`src/rtl/pipe_if_id.sv`:
```
// IF/ID pipeline register with load-use hazard detection, branch-flush NOP
// injection and a saturating stall-cycle counter for performance debug.
module pipe_if_id #(
  parameter logic [31:0] NOP_INSTR = 32'h0000_0013,
  parameter int unsigned CNT_W     = 16
) (
  input  logic             clk_i,
  input  logic             rst_i,
  input  logic [31:0]      pc_i,
  input  logic [31:0]      instruction_i,
  input  logic             flush_i,
  input  logic             ex_mem_read_i,
  input  logic [4:0]       ex_rd_addr_i,
  output logic [31:0]      pc_o,
  output logic [31:0]      instruction_o,
  output logic             valid_o,
  output logic [4:0]       rs_addr_o,
  output logic [4:0]       rt_addr_o,
  output logic [4:0]       rd_addr_o,
  output logic             stall_o,
  output logic             pc_write_o,
  output logic             ctrl_nop_o,
  output logic [CNT_W-1:0] stall_cnt_o
);

  logic [31:0]      pc_q, pc_d;
  logic [31:0]      instr_q, instr_d;
  logic             valid_q, valid_d;
  logic [CNT_W-1:0] cnt_q, cnt_d;
  logic             hazard_c;
  logic             src_match_c;

  // Both source fields are compared regardless of format; x0 never stalls.
  always_comb begin
    src_match_c = (ex_rd_addr_i == instr_q[19:15]) || (ex_rd_addr_i == instr_q[24:20]);
    hazard_c    = valid_q && ex_mem_read_i && (ex_rd_addr_i != 5'd0) && src_match_c;
  end

  // Next state: flush beats stall beats normal load.
  always_comb begin
    pc_d    = pc_q;
    instr_d = instr_q;
    valid_d = valid_q;
    cnt_d   = cnt_q;
    if (flush_i) begin
      pc_d    = pc_i;
      instr_d = NOP_INSTR;
      valid_d = 1'b0;
    end else if (hazard_c) begin
      if (cnt_q != {CNT_W{1'b1}}) begin
        cnt_d = cnt_q + CNT_W'(1);
      end
    end else begin
      pc_d    = pc_i;
      instr_d = instruction_i;
      valid_d = 1'b1;
    end
  end

  always_ff @(posedge clk_i) begin
    if (rst_i) begin
      pc_q    <= 32'd0;
      instr_q <= NOP_INSTR;
      valid_q <= 1'b0;
      cnt_q   <= '0;
    end else begin
      pc_q    <= pc_d;
      instr_q <= instr_d;
      valid_q <= valid_d;
      cnt_q   <= cnt_d;
    end
  end

  assign pc_o          = pc_q;
  assign instruction_o = instr_q;
  assign valid_o       = valid_q;
  assign rs_addr_o     = instr_q[19:15];
  assign rt_addr_o     = instr_q[24:20];
  assign rd_addr_o     = instr_q[11:7];
  assign stall_cnt_o   = cnt_q;
  assign stall_o       = hazard_c;
  assign pc_write_o    = ~hazard_c | flush_i;
  assign ctrl_nop_o    = hazard_c | ~valid_q;

endmodule

```
`config.mk`:
```
export PLATFORM = sky130hd
export DESIGN_NAME = pipe_if_id
export DESIGN_NICKNAME = d
export VERILOG_FILES = /design/src/rtl/pipe_if_id.sv
export SDC_FILE = /design/constraint.sdc
export NUM_CORES = 1
export LEC_CHECK = 0
export CAP_MARGIN = 20
export CORE_ASPECT_RATIO = 2
export CORE_UTILIZATION = 40
export DETAILED_ROUTE_END_ITERATION = 8
export PLACE_DENSITY_LB_ADDON = 0.12
export SLEW_MARGIN = 10
export SYNTH_ARGS = -nofsm -noshare
export SYNTH_HDL_FRONTEND = slang
export SYNTH_SLANG_ARGS = --single-unit
```
`constraint.sdc`:
```
create_clock -name clk_i -period 2.1 [get_ports clk_i]
set_input_delay 0.42 -clock clk_i [delete_from_list [all_inputs] [get_ports clk_i]]
set_output_delay 0.42 -clock clk_i [all_outputs]
set_load 0.005 [all_outputs]
```
==> out/results.tsv <==
metric	value	unit
via count	3771	
Layout fillers	795	
total chip power	4140	µW
syn_nets	499	
# diodes	0	
Synth Cell Area	3805	µm²
Core Area	9321	µm²
# clock sinks	81	
num ports	172	
crit path max fanout	3	
initial antenna violation count	0	
startpoint types	input pin	
placer's final routability congestion estimate	0.8168	
Final period util	99.33	%
post-place setup slack	-0.6749	ns
Yosys warnings	0	
Worst-Margin Slew	0.5416	ns
PwrDens	680.2	nW/µm²
post-route cell area	6086	µm²
die area	9930	µm²
CP Buf/Inv Count	4	
flops & latches, synth	81	
crit path max-delay cell type	or4_4	
drt wl/cell	15.45	µm
hold slack	0.4636	ns
Starting Density	40.82	%
FP Rows	50	
Slew headroom	63.89	%
final slew viol count	0	
WP depth	7	
drt drc	16	
antenna-violating nets left	0	
Main synth FF type	dfxtp_1	
Synth area leader	dfxtp_1	
crit path cell chain	buf_2, or4_4, o211ai_4, buf_6, nor3_4, inv_1, buf_2	
Hold Violations, Final	0	
vias per cell	5.326	
worst setup margin	0.01398	ns
I/O Buffers	171	
Mean Syn Cell Area	8.953	µm²
leading cell type by number of instances after synthesis	dfxtp_1	
Max clock buf depth	2	
WS Path Type	in -> out	
CP delay by family, top	simple AND/OR/NAND/NOR gates	
Worst Setup End Kind	primary output	
# setup viols final	0	
cts hold-fix bufs	0	
Leak Pwr	0.002169	µW
Tmin final	2.086	ns
failing checks	DRC	
H-tree levels	3	
Hold Path Class	reg -> reg	
most used cell, CP	buf_2	
drt pass-1 iters	7	
die height	139.9	µm
share of cells above drive strength 1	14.07	%
critical path arrival	1.67	ns
max incr delay on CP	0.55	ns
final wirelength	10940	µm
synth top area cells	dfxtp_1 (43%), nand2b_1 (11%), mux2i_1 (8.4%)	
vias in the first global route	3623	
Final Net Count	673	
Synth top area share	42.62	%
TritonCTS clock tree	done	
Max-Cap Viols	0	
pin count of the biggest net entering global routing	48	
area delta synth->final	59.95	%
clk slew on worst S/H paths	0.06	ns
Worst Setup SP	ex_rd_addr_i[0]	
GRT Residual Overflow	0	
worst skew pair latency	0.33	ns
initial DRC count	217	
FF-to-FF setup slack	0.10	ns
cell at the root of the clock tree	clkbuf_16	
Synth Instances	425	
reg2reg start	instruction_o[24]	
sequential element share of the synthesized area	42.62	%
worst IR drop on VDD	0.6304	mV
CTS buffer count	9	
status	finished with violations	
synth cell count leaders	dfxtp_1 (81), nand2b_1 (64), nand3_1 (47)	
Critical Path End	pc_write_o	
Area after DPL	5620	µm²
worst endpoint required time	1.68	ns
Tot GR Track Use	21.88	%
Util after Layout	65.29	%
number of flops mapped to enable cells by yosys	0	
Setup Skew	0.006084	ns
FF-to-FF End	stall_cnt_o[5]	
Die W	70.97	µm
depth of the most critical reg-to-reg path	7	
async set-reset flop share out of synthesis	0	%
RSZ-0062 raised after global routing	true	
post-DP HPWL	7721	µm
Fmax	479.4	MHz
first-pass GRT wire length	17230	µm
Netlist cell types	37	
## registers in the layout, indices dropped and copies added, names as in the netlist
| signal | count |
|---|---|
| instruction_o | 32 |
| pc_o | 32 |
| stall_cnt_o | 16 |
| valid_o | 1 |
## per-layer routing
metal	track usage [%]	up-vias	routed length [µm]
met4	10.21	0	272
met5	0	-	0
met1	22.31	1783	4041
li1	-	1826	-
met2	40.74	143	5957
met3	5.324	19	666
## final cells by class
class	instances	area (µm²)	area share (%)
repair buffers	212	1998	32.83
multi-input cells	292	1941	31.89
flip-flops and latches	81	1628	26.75
clock buffers	11	252.7	4.153
well taps	104	130.1	2.138
clock inverters	5	125.1	2.056
inverters	3	11.26	0.1850
## worst reg2reg max path: stages (launching register included)
cell and delay [ns]:
dfxtp_1 0.37, xnor2_1 0.14, nand3_1 0.12, o22a_2 0.23, buf_4 0.16, buf_4 0.22
nor4b_2 0.30, mux2_2 0.35
## cell families (layout without fill, tap and decap cells)
kind of cell,Yosys count,in the layout,share of synthesized area [%]
AO/OA/AOI/OAI,95,95,13.98
XOR/XNOR,10,10,2.302
adder cells (fa/ha/maj),1,1,0.3288
buffers and inverters,52,231,7.892
flip-flops,81,81,42.62
multiplexers,34,34,9.010
AND/OR/NAND/NOR,152,152,23.87
## timing repair
item / in CTS / in global routing
buffers inserted: 6 / 2
setup endpoints to repair: 50 / 43
resized for setup: 34 / 13
pin swaps: 6 / 7
## layout by cell type (no fill, tap or decap), drive strengths merged
master and count:
clkdlybuf4s50 162, dfxtp 81, nand2b 64, buf 49
nand3 47, a21oi 41, o21ai 40, mux2i 32
clkbuf 12, xnor2 10, or4 8, or3 6
o31ai 6, nor2 5, nand4 5, bufinv 4
inv 3, and4 3, nor2b 3, nand2 3
and3 3, nor4 2, mux2 2, o22a 1
o211ai 1, nor3 1, o22ai 1, o211a 1
or2 1, a41oi 1, nor4b 1, o41ai 1
o31a 1, o21ba 1, ha 1, clkinv 1
## through the flow
step | setup TNS, ns | std cells
global placement | -29.21 | 684
finish | 0 | 708
global route | -0.06456 | 708
CTS | 0 | 706
detailed placement | -34.13 | 684
floorplan | 0 | 425
## worst min-delay path by stage
stage                      startpoint                 to  slack (ns)  cells after the start
detailed placement  instruction_o[28]  instruction_o[28]        0.46                      2
finish              instruction_o[28]  instruction_o[28]        0.46                      2
global route        instruction_o[28]  instruction_o[28]        0.48                      2
CTS                 instruction_o[28]  instruction_o[28]        0.46                      2
global placement     instruction_o[2]   instruction_o[2]        0.45                      2
floorplan           instruction_o[12]  instruction_o[12]        0.46                      2
## power by group
group          internal [µW]  total, µW  switching [µW]
Combinational            348        553             205
Sequential              1600       1640            37.4
Clock                   1340       1950             606
Total                   3290       4140             848
(Power assumes the default switching activity.)
